**config.mk**
```make
export PLATFORM = sky130hd
export DESIGN_NAME = uart_instruction_link_flat
export DESIGN_NICKNAME = d
export VERILOG_FILES = /design/src/rtl/uart_pkg.sv /design/src/rtl/uart_instruction_link_if.sv /design/src/rtl/uart_rx_byte.sv /design/src/rtl/uart_instruction_link.sv /design/src/flat_wrapper.sv
export SDC_FILE = /design/constraint.sdc
export NUM_CORES = 1
export LEC_CHECK = 0
export ABC_AREA = 1
export CAP_MARGIN = 20
export CORE_MARGIN = 3
export CORE_UTILIZATION = 55
export CTS_CLUSTER_SIZE = 28
export DETAILED_ROUTE_END_ITERATION = 16
export PLACE_DENSITY = 0.81
export SYNTH_ARGS = -nofsm -noshare
export SYNTH_HDL_FRONTEND = slang
export SYNTH_SLANG_ARGS = --single-unit
export TNS_END_PERCENT = 50
```
**constraint.sdc**
```tcl
create_clock -name clk12 -period 6.9 [get_ports clk12]
set_input_delay 0.69 -clock clk12 [delete_from_list [all_inputs] [get_ports clk12]]
set_output_delay 0.69 -clock clk12 [all_outputs]
set_load 0.01 [all_outputs]
```
**src/rtl/uart_pkg.sv**
```systemverilog
`default_nettype none
// ============================================================================
//  Module      : uart_pkg
//  Description : Shared constants and the bit-level state encoding used by
//                the UART receive and transmit paths.
//  Revision    : 1.0 - initial release
// ============================================================================
package uart_pkg;

    // 12 MHz board clock divided down to 115200 baud.
    localparam int B115200              = 104;
    localparam int CLKS_PER_BIT_DEFAULT = B115200;

    // Frame phase shared by the RX and TX bit engines.
    typedef enum logic [1:0] {
        IDLE  = 2'd0,
        START = 2'd1,
        DATA  = 2'd2,
        STOP  = 2'd3
    } uart_state_e;

endpackage
`default_nettype wire

```
**src/rtl/uart_instruction_link_if.sv**
```systemverilog
`default_nettype none
// ============================================================================
//  Module      : uart_instruction_link_if
//  Description : Host-side signal bundle of the instruction link: serial lines,
//                assembled instruction strobe and transmit byte handshake.
//  Revision    : 1.0 - initial release
// ============================================================================
interface uart_instruction_link_if;
    logic        rx;
    logic [31:0] instruction;
    logic        instruction_rcv;
    logic [7:0]  tx_data;
    logic        tx_start;
    logic        tx;
    logic        tx_ready;

    // Host / harness side.
    modport master (
        output rx, tx_data, tx_start,
        input  instruction, instruction_rcv, tx, tx_ready
    );

    // Link side.
    modport slave (
        input  rx, tx_data, tx_start,
        output instruction, instruction_rcv, tx, tx_ready
    );
endinterface
`default_nettype wire

```
**src/rtl/uart_rx_byte.sv**
```systemverilog
`default_nettype none
// ============================================================================
//  Module      : uart_rx_byte
//  Description : 8N1 byte receiver. Synchronises the raw line, samples at bit
//                centres and reports a good byte (valid) or a bad stop bit
//                (frame_err) as single-cycle pulses.
//  Revision    : 1.0 - initial release
// ============================================================================
module uart_rx_byte
    import uart_pkg::*;
#(
    parameter int CLKS_PER_BIT = CLKS_PER_BIT_DEFAULT
) (
    input  wire logic       clk12,
    input  wire logic       rst,
    input  wire logic       rx,
    output logic [7:0]      data,
    output logic            valid,
    output logic            frame_err
);
    localparam int              c_CW        = $clog2(CLKS_PER_BIT);
    localparam logic [c_CW-1:0] c_LAST      = c_CW'(CLKS_PER_BIT - 1);
    localparam logic [c_CW-1:0] c_HALF_LAST = c_CW'(CLKS_PER_BIT / 2 - 1);

    logic            sync1_q, sync2_q;
    uart_state_e     state_q, state_d;
    logic [c_CW-1:0] cnt_q, cnt_d;
    logic [2:0]      bit_q, bit_d;
    logic [7:0]      shreg_q, shreg_d;
    logic            wait_high_q, wait_high_d;

    // Two-flop synchroniser; idles high so reset does not look like a start bit.
    always_ff @(posedge clk12 or posedge rst) begin
        if (rst) begin
            sync1_q <= 1'b1;
            sync2_q <= 1'b1;
        end else begin
            sync1_q <= rx;
            sync2_q <= sync1_q;
        end
    end

    // Bit engine state registers.
    always_ff @(posedge clk12 or posedge rst) begin
        if (rst) begin
            state_q     <= IDLE;
            cnt_q       <= '0;
            bit_q       <= '0;
            shreg_q     <= '0;
            wait_high_q <= 1'b0;
        end else begin
            state_q     <= state_d;
            cnt_q       <= cnt_d;
            bit_q       <= bit_d;
            shreg_q     <= shreg_d;
            wait_high_q <= wait_high_d;
        end
    end

    // Next-state: half-bit to the start centre, then full bits to each centre.
    always_comb begin
        state_d     = state_q;
        cnt_d       = cnt_q + 1'b1;
        bit_d       = bit_q;
        shreg_d     = shreg_q;
        wait_high_d = wait_high_q;
        valid       = 1'b0;
        frame_err   = 1'b0;
        unique case (state_q)
            IDLE: begin
                cnt_d = '0;
                // After a framing error the line must return high before re-arming.
                if (wait_high_q) begin
                    if (sync2_q) wait_high_d = 1'b0;
                end else if (!sync2_q) begin
                    state_d = START;
                end
            end
            START: begin
                if (cnt_q == c_HALF_LAST) begin
                    cnt_d = '0;
                    bit_d = '0;
                    state_d = sync2_q ? IDLE : DATA;
                end
            end
            DATA: begin
                if (cnt_q == c_LAST) begin
                    cnt_d   = '0;
                    shreg_d = {sync2_q, shreg_q[7:1]};
                    bit_d   = bit_q + 3'd1;
                    if (bit_q == 3'd7) state_d = STOP;
                end
            end
            STOP: begin
                if (cnt_q == c_LAST) begin
                    cnt_d   = '0;
                    state_d = IDLE;
                    if (sync2_q) begin
                        valid = 1'b1;
                    end else begin
                        frame_err   = 1'b1;
                        wait_high_d = 1'b1;
                    end
                end
            end
            default: state_d = IDLE;
        endcase
    end

    assign data = shreg_q;

endmodule
`default_nettype wire

```
**src/rtl/uart_instruction_link.sv**
```systemverilog
`default_nettype none
// ============================================================================
//  Module      : uart_instruction_link
//  Description : Host serial link. Assembles four received bytes into a 32-bit
//                instruction with a one-cycle strobe, and transmits single
//                bytes with a ready/start handshake.
//  Revision    : 1.0 - initial release
// ============================================================================
module uart_instruction_link
    import uart_pkg::*;
#(
    parameter int CLKS_PER_BIT = CLKS_PER_BIT_DEFAULT
) (
    input  wire logic              clk12,
    input  wire logic              rst,
    uart_instruction_link_if.slave bus
);
    localparam int              c_CW   = $clog2(CLKS_PER_BIT);
    localparam logic [c_CW-1:0] c_LAST = c_CW'(CLKS_PER_BIT - 1);

    // ---------------- receive path ----------------
    logic [7:0]  rx_data;
    logic        rx_valid;
    logic        rx_err;
    logic [23:0] lanes_q, lanes_d;
    logic [1:0]  byte_cnt_q, byte_cnt_d;
    logic [31:0] instruction_q, instruction_d;
    logic        instruction_rcv_q, instruction_rcv_d;

    uart_rx_byte #(.CLKS_PER_BIT(CLKS_PER_BIT)) u_rx (
        .clk12     (clk12),
        .rst       (rst),
        .rx        (bus.rx),
        .data      (rx_data),
        .valid     (rx_valid),
        .frame_err (rx_err)
    );

    // Word assembly registers; the published word only changes on a full word.
    always_ff @(posedge clk12 or posedge rst) begin
        if (rst) begin
            lanes_q           <= '0;
            byte_cnt_q        <= '0;
            instruction_q     <= '0;
            instruction_rcv_q <= 1'b0;
        end else begin
            lanes_q           <= lanes_d;
            byte_cnt_q        <= byte_cnt_d;
            instruction_q     <= instruction_d;
            instruction_rcv_q <= instruction_rcv_d;
        end
    end

    // Lane steering: bytes 0..2 are staged, byte 3 publishes the whole word.
    always_comb begin
        lanes_d           = lanes_q;
        byte_cnt_d        = byte_cnt_q;
        instruction_d     = instruction_q;
        instruction_rcv_d = 1'b0;
        if (rx_err) begin
            byte_cnt_d = '0;
        end else if (rx_valid) begin
            byte_cnt_d = byte_cnt_q + 2'd1;
            case (byte_cnt_q)
                2'd0:    lanes_d[7:0]   = rx_data;
                2'd1:    lanes_d[15:8]  = rx_data;
                2'd2:    lanes_d[23:16] = rx_data;
                default: begin
                    instruction_d     = {rx_data, lanes_q};
                    instruction_rcv_d = 1'b1;
                end
            endcase
        end
    end

    assign bus.instruction     = instruction_q;
    assign bus.instruction_rcv = instruction_rcv_q;

    // ---------------- transmit path ----------------
    uart_state_e     tx_state_q, tx_state_d;
    logic [c_CW-1:0] tx_cnt_q, tx_cnt_d;
    logic [2:0]      tx_bit_q, tx_bit_d;
    logic [7:0]      tx_shreg_q, tx_shreg_d;
    logic            tx_q, tx_d;
    logic            tx_ready_q, tx_ready_d;

    // Transmit state registers; the line idles high and ready after reset.
    always_ff @(posedge clk12 or posedge rst) begin
        if (rst) begin
            tx_state_q <= IDLE;
            tx_cnt_q   <= '0;
            tx_bit_q   <= '0;
            tx_shreg_q <= '0;
            tx_q       <= 1'b1;
            tx_ready_q <= 1'b1;
        end else begin
            tx_state_q <= tx_state_d;
            tx_cnt_q   <= tx_cnt_d;
            tx_bit_q   <= tx_bit_d;
            tx_shreg_q <= tx_shreg_d;
            tx_q       <= tx_d;
            tx_ready_q <= tx_ready_d;
        end
    end

    // Next line level is computed one bit ahead so tx comes straight off a flop.
    always_comb begin
        tx_state_d = tx_state_q;
        tx_cnt_d   = tx_cnt_q + 1'b1;
        tx_bit_d   = tx_bit_q;
        tx_shreg_d = tx_shreg_q;
        tx_d       = tx_q;
        tx_ready_d = tx_ready_q;
        unique case (tx_state_q)
            IDLE: begin
                tx_cnt_d = '0;
                tx_d     = 1'b1;
                if (bus.tx_start) begin
                    tx_shreg_d = bus.tx_data;
                    tx_state_d = START;
                    tx_d       = 1'b0;
                    tx_ready_d = 1'b0;
                end
            end
            START: begin
                if (tx_cnt_q == c_LAST) begin
                    tx_cnt_d   = '0;
                    tx_bit_d   = '0;
                    tx_d       = tx_shreg_q[0];
                    tx_shreg_d = {1'b0, tx_shreg_q[7:1]};
                    tx_state_d = DATA;
                end
            end
            DATA: begin
                if (tx_cnt_q == c_LAST) begin
                    tx_cnt_d = '0;
                    if (tx_bit_q == 3'd7) begin
                        tx_d       = 1'b1;
                        tx_state_d = STOP;
                    end else begin
                        tx_bit_d   = tx_bit_q + 3'd1;
                        tx_d       = tx_shreg_q[0];
                        tx_shreg_d = {1'b0, tx_shreg_q[7:1]};
                    end
                end
            end
            STOP: begin
                if (tx_cnt_q == c_LAST) begin
                    tx_cnt_d   = '0;
                    tx_ready_d = 1'b1;
                    tx_state_d = IDLE;
                end
            end
            default: tx_state_d = IDLE;
        endcase
    end

    assign bus.tx       = tx_q;
    assign bus.tx_ready = tx_ready_q;

endmodule
`default_nettype wire

```
**src/flat_wrapper.sv**
```systemverilog
// flat-port wrapper written by rule: the top's interface ports become plain ports
module uart_instruction_link_flat import uart_pkg::*;
#(
    parameter int CLKS_PER_BIT = CLKS_PER_BIT_DEFAULT
)
  (clk12, rst, bus_rx, bus_tx_data, bus_tx_start, bus_instruction, bus_instruction_rcv, bus_tx, bus_tx_ready);
  uart_instruction_link_if bus_i ();
  input  wire logic clk12;
  input  wire logic rst;
  input wire logic [$bits(bus_i.rx)-1:0] bus_rx;
  input wire logic [$bits(bus_i.tx_data)-1:0] bus_tx_data;
  input wire logic [$bits(bus_i.tx_start)-1:0] bus_tx_start;
  output wire logic [$bits(bus_i.instruction)-1:0] bus_instruction;
  output wire logic [$bits(bus_i.instruction_rcv)-1:0] bus_instruction_rcv;
  output wire logic [$bits(bus_i.tx)-1:0] bus_tx;
  output wire logic [$bits(bus_i.tx_ready)-1:0] bus_tx_ready;
  assign bus_i.rx = bus_rx;
  assign bus_i.tx_data = bus_tx_data;
  assign bus_i.tx_start = bus_tx_start;
  assign bus_instruction = bus_i.instruction;
  assign bus_instruction_rcv = bus_i.instruction_rcv;
  assign bus_tx = bus_i.tx;
  assign bus_tx_ready = bus_i.tx_ready;
  uart_instruction_link #(.CLKS_PER_BIT(CLKS_PER_BIT)) u_core (.clk12(clk12), .rst(rst), .bus(bus_i));
endmodule
```
### Yosys cells after proc, flatten, opt, wreduce, memory -nomap -nowiden

Cells that the tools add are included.

* flip-flop bits (word level): 104
* bits of input ports: 12
* output and inout port bits: 35
* logic and storage cells: 131

* add/sub/neg operators: 5
* eq/ne operators: 26
* muxes and demuxes: 54
* bitwise operators: 2
* reduce and logical (&&, ||, !) cells: 25

Operators with widths (count)
* 2-to-1 mux 8 bit: 4
* 2-to-1 mux 2 bit: 14
* case mux 8 bit (3 select lines): 1
* AND reduction 3 bit: 8
* 2-to-1 mux 7 bit: 3
* case mux 7 bit (3 select lines): 1
* 2-to-1 mux 1 bit: 18
* inequality test 2 bit (second input constant): 9
* case mux 2 bit (4 select lines): 2
* 2-to-1 mux 3 bit: 5
* adder 7 x 1 -> 7 bit (second input constant): 2
* == test 7 bit (second input constant): 2
* case mux 7 bit (2 select lines): 1
* case mux 3 bit (2 select lines): 2
* == test 2 bit (second input constant): 5
* AND reduction 5 bit: 2
* nonzero test 2 bit: 5
* inequality test 2 x 1 -> 1 bit (second input constant): 4
* == test 7 x 6 -> 1 bit (second input constant): 1
* adder 3 x 1 -> 3 bit (second input constant): 2
* == test 2 x 1 -> 1 bit (second input constant): 3
* == test 3 bit (second input constant): 2
* zero test 2 bit: 3
* AND reduction 6 bit: 1
* 9 further kinds: 12

### Logic depth before layout (Yosys ltp)

* depth in word-level cells: 5
* depth in mapped cells: 12
* depth with buffers taken out: 11

### Modules after synthesis

A second synthesis with hierarchy kept.

* cells, all modules: 517
* area, all modules: 4554.4 µm²

Modules (own cells, without submodules)
* uart_instruction_link: times used 1, cells each 392, area an instance 3482.1 µm², sequential area each 2029.4 µm²
* uart_rx_byte: times used 1, cells each 125, area an instance 1072.3 µm², sequential area each 578.1 µm²

### Least setup slack after synthesis

No wires, ideal clock.

* path kind: register to register
* start: register u_core.tx_state_q[0]
* end: register u_core.tx_bit_q[0]
* library setup time: 0.126 ns
* data arrival time: 1.491 ns
* required time: 6.774 ns
* setup slack: 5.283 ns
* stages on the path, launching flop included: 7
* path buffers: 1
* clock period less this slack: 1.617 ns
* cells stage by stage: dfrtp_1 inv_1 ha_1 buf_1 nand3_1 nand2_1 o21ai_0

* word-level cells in the longest chain between the ends: 3
* elaborated cells between the ends (all ways): 8
* classes of those cells: eq/ne: 5; mux: 1; reduce/logical: 2

RTL lines
* start: declaration: line uart_instruction_link.sv:80 `uart_state_e tx_state_q, tx_state_d;`
* start signal: assignment: line uart_instruction_link.sv:97 `tx_state_q <= tx_state_d;`
* == test 2 bit / == test 2 x 1 -> 1 bit (equally long branches): line uart_instruction_link.sv:114 `unique case (tx_state_q)`
* inequality test 2 bit (no source line), or another cell as far along
* AND reduction 4 bit (no source line)
* end signal: assignment: line uart_instruction_link.sv:99 `tx_bit_q <= tx_bit_d;`
* end: declaration: line uart_instruction_link.sv:82 `logic [2:0] tx_bit_q, tx_bit_d;`

Several ways; a longest one is shown, not always the timed one.
A chain may end at the register's enable or synchronous reset.

### Worst setup path in the final report

* start: register u_core.u_rx.cnt_q[0]
* end: register u_core.instruction_q[23] (netlist: u_core.bus.instruction[23])

* word-level cells in the longest chain between the ends: 5
* elaborated cells between the ends (all ways): 7
* classes of those cells: eq/ne: 1; mux: 4; bitwise: 1; reduce/logical: 1

RTL lines
* start: declaration: line uart_rx_byte.sv:27 `logic [c_CW-1:0] cnt_q, cnt_d;`
* start signal: assignment: line uart_rx_byte.sv:53 `cnt_q <= cnt_d;`
* == test 7 bit (*): line uart_rx_byte.sv:95 `if (cnt_q == c_LAST) begin`
* 2-to-1 mux 1 bit: line uart_rx_byte.sv:95
* 2-to-1 mux 1 bit: line uart_rx_byte.sv:69 `unique case (state_q)`
* inverter 1 bit (no source line)
* AND reduction 3 bit (no source line) (*)
* end signal: assignment: line uart_instruction_link.sv:49 `instruction_q <= instruction_d;`
* end: declaration: line uart_instruction_link.sv:27 `logic [31:0] instruction_q, instruction_d;`

Mark *: on every way between the ends. The rest lies on a longest branch, timed or not.

==> flow_summary.ini <==
[status]
status = finished clean

[layout]
drive_above_1_share_pct = 6.59
final_area_um2 = 5140
nets = 553
area_delta_synth_final_pct = 16.6
final_cells = 633
num_antenna_cells = 0

[place]
port_buffers = 46
dp_cells = 617
place_congestion = 0.873
hpwl_um = 5590
pre_cts_slack_ns = 4.34
placed_cell_area_um2 = 4930

[power_and_ir_drop]
power.total_mw = 1.37
power_density_nw_per_um2 = 266
p_leak_nw = 2.54
vdd_drop_max_uv = 163

[floorplan]
die_area_um2 = 9130
fp.coreArea_um2 = 7770
die_y_um = 95.6
rows = 32
die_w_um = 95.6
start_util_pct = 56.8
pin_count = 47

[synth]
synth_top_area_share_pct = 56.7
netlist_area_um2 = 4410
async_flop_share_pct = 100
ys_seq_elements = 104
synth.distinct_cells = 30
synth-edff-count = 0
synth_top_area_cell = dfrtp_1
synth_ff_type = dfrtp_1
syn_nets = 507
ys_seq_area_share_pct = 59.1
synth_warnings = 0
synth_cells = 480
syn_avg_cell_area_um2 = 9.19
synthTopCellsByArea = dfrtp_1, nand2_1, ha_1, o21ai_1, inv_1

[clocking]
cts_made_buffers = 9
cts-root-buf = clkbuf_8
htree_num_levels = 3
cts_sinks = 104
cts_buffer_depth = 2
cts_resized = 0
hold_buffers = 0
clk_latency_ns = 0.37
path_clk_slew_ns = 0.09
cts_tree = built
postCtsSetupBuffers = 0

[drt]
first_iter_violations = 149
wl_per_cell_um = 13.0
num_vias = 3262
vias_per_cell = 5.15
routed_wl_um = 8260
drt_pre_antenna_iters = 5
ant_nets = 0
drcViolationCount = 0

[flow_run]
cap_violations = 0

[critical_path]
worst-path-buf-inv = 2
r2r_slack_ns = 4.33
r2r_start = u_core.u_rx.cnt_q[0]
end_kind = flip-flop
cp.arrival_ns = 2.83
critPathLaunchType = flip-flop
cp_max_fo = 41
cp-startpoint = u_core.u_rx.cnt_q[0]
critPathCapture = u_core.bus.instruction[23]
cp.depth = 11
slowest_stage = nand2_2
critical_path.top_delay_family = simple AND/OR/NAND/NOR gates
crit_chain = ha_1 > nand2_1 > nor2_2 > nand2_2 > inv_2 > nand2_2 > nor2_8 > nand2_2 > clkinv_2 > nand2_1 > nand2_1
timing.rr.end = u_core.bus.instruction[23]
crit_required_ns = 7.16
crit_type = flip-flop to flip-flop
critPathMaxStageDelay_ns = 0.57
rr_worst_depth = 11

[hold_path]
hold_path_class = flip-flop to flip-flop
hold_depth = 0

[timing]
fmax_mhz = 389
report.final.slew_viol_count = 0
min_period_over_period_pct = 37.2
slew-limit-headroom_pct = 42.8
setup_ws_ns = 4.33
rsz0062_at_grt = no
fin_tns_setup_ns = 0
finalHoldViolCount = 0
finalSetupViolCount = 0
timing.final.crit_period_ns = 2.57
skew_ns = 0.0161
worstMarginPinSlew_ns = 0.858

[grt]
grt_pass1_vias = 3272
antenna_found_initial = 0
overflow = 0
grt_max_degree = 73
gr-usage-all-layers_pct = 20.6
grt_pass1_wl_um = 14600
-- worst reg2reg max path, delay by kind of cell, from the launching register on --
kind,cells,cell delay (ns)
DFF,1,0.41
and+or+nand+nor,8,1.27
adders and majority gates,1,0.23
buffers and inverters,2,0.57
-- stage by stage --
step                hold WS [ns]  utilization, %
CTS                        0.362            66.2
global placement           0.346            63.5
finish                     0.360            66.2
global route               0.372            66.2
floorplan                  0.345               -
detailed placement         0.348            63.5
-- layout by cell type, fill, tap and decap left out, types with 2 or more instances in the layout --
| cell | Yosys | routed |
|---|---|---|
| a21oi_1 | 4 | 4 |
| clkinvlp_4 | 0 | 2 |
| nor2_2 | 2 | 2 |
| dfstp_2 | 4 | 4 |
| xor2_1 | 3 | 3 |
| nand3_1 | 11 | 11 |
| xnor2_1 | 2 | 2 |
| clkbuf_8 | 0 | 10 |
| ha_1 | 15 | 15 |
| o31ai_1 | 2 | 2 |
| o21ai_0 | 27 | 27 |
| nand2_2 | 6 | 6 |
| inv_1 | 42 | 41 |
| nand2_1 | 168 | 168 |
| nor2_1 | 32 | 32 |
| clkdlybuf4s50_1 | 0 | 46 |
| dfrtp_1 | 100 | 100 |
| nand4_1 | 2 | 2 |
| or2_2 | 2 | 2 |
| mux2i_1 | 7 | 7 |
| o21ai_1 | 32 | 32 |
-- cell type report --
cell class	instances	area (um^2)
Tap cell	102	128
Timing Repair Buffer	47	468
Multi-Input combinational cell	320	1560
Sequential cell	104	2610
Inverter	44	169
Clock buffer	10	138
Clock inverter	6	73.8
Fill cell	605	2620
-- cells in the mapped netlist (5+ instances only) --
library cell    n
nand3_1        11
dfrtp_1       100
mux2i_1         7
nand2_1       168
o21ai_0        27
nor2_1         32
ha_1           15
o21ai_1        32
inv_1          42
buf_2           5
nand2_2         6
-- cells by family after synthesis --
kind of cell    synth area share, %
xor+xnor                      0.993
flops                          59.1
compound gates                 7.97
buf+inv                        5.53
mux                            1.59
fa+ha+maj                      4.25
simple gates                   20.6
-- worst min-delay path by stage --
stage	from	to	slack, ns
3_5_place_dp	u_core.u_rx.sync1_q	u_core.u_rx.sync2_q	0.35
4_1_cts	u_core.u_rx.sync1_q	u_core.u_rx.sync2_q	0.36
6_report	u_core.u_rx.sync1_q	u_core.u_rx.sync2_q	0.36
3_3_place_gp	u_core.u_rx.sync1_q	u_core.u_rx.sync2_q	0.35
5_1_grt	u_core.u_rx.sync1_q	u_core.u_rx.sync2_q	0.37
2_1_floorplan	u_core.u_rx.sync1_q	u_core.u_rx.sync2_q	0.35
-- where the power goes --
part | total, mW | leakage, nW | switching [mW] | internal (mW)
Clock | 0.396 | 0.101 | 0.214 | 0.182
Sequential | 0.693 | 1.41 | 0.0313 | 0.662
Combinational | 0.277 | 1.04 | 0.169 | 0.107
Total | 1.37 | 2.54 | 0.415 | 0.951
-- routing by layer --
metal	track usage [%]	up-vias	share of wire (%)	wire, um
met5	0	-	0	0
met1	26.7	1575	44	3630
li1	-	1600	-	-
met4	9.24	0	2.7	225
met2	33.8	68	49	4030
met3	3.87	19	4.5	371
-- sequential cells by signal, summed over array words and instances, names as in the netlist, 2 cells and up, named ones only --
| name | count |
|---|---|
| u_core.tx_shreg_q | 8 |
| u_core.bus.instruction | 32 |
| u_core.tx_cnt_q | 7 |
| u_core.byte_cnt_q | 2 |
| u_core.lanes_q | 24 |
| u_core.u_rx.data | 8 |
| u_core.u_rx.cnt_q | 7 |
| u_core.tx_state_q | 2 |
| u_core.tx_bit_q | 3 |
| u_core.u_rx.bit_q | 3 |
(Power assumes the default switching activity.)
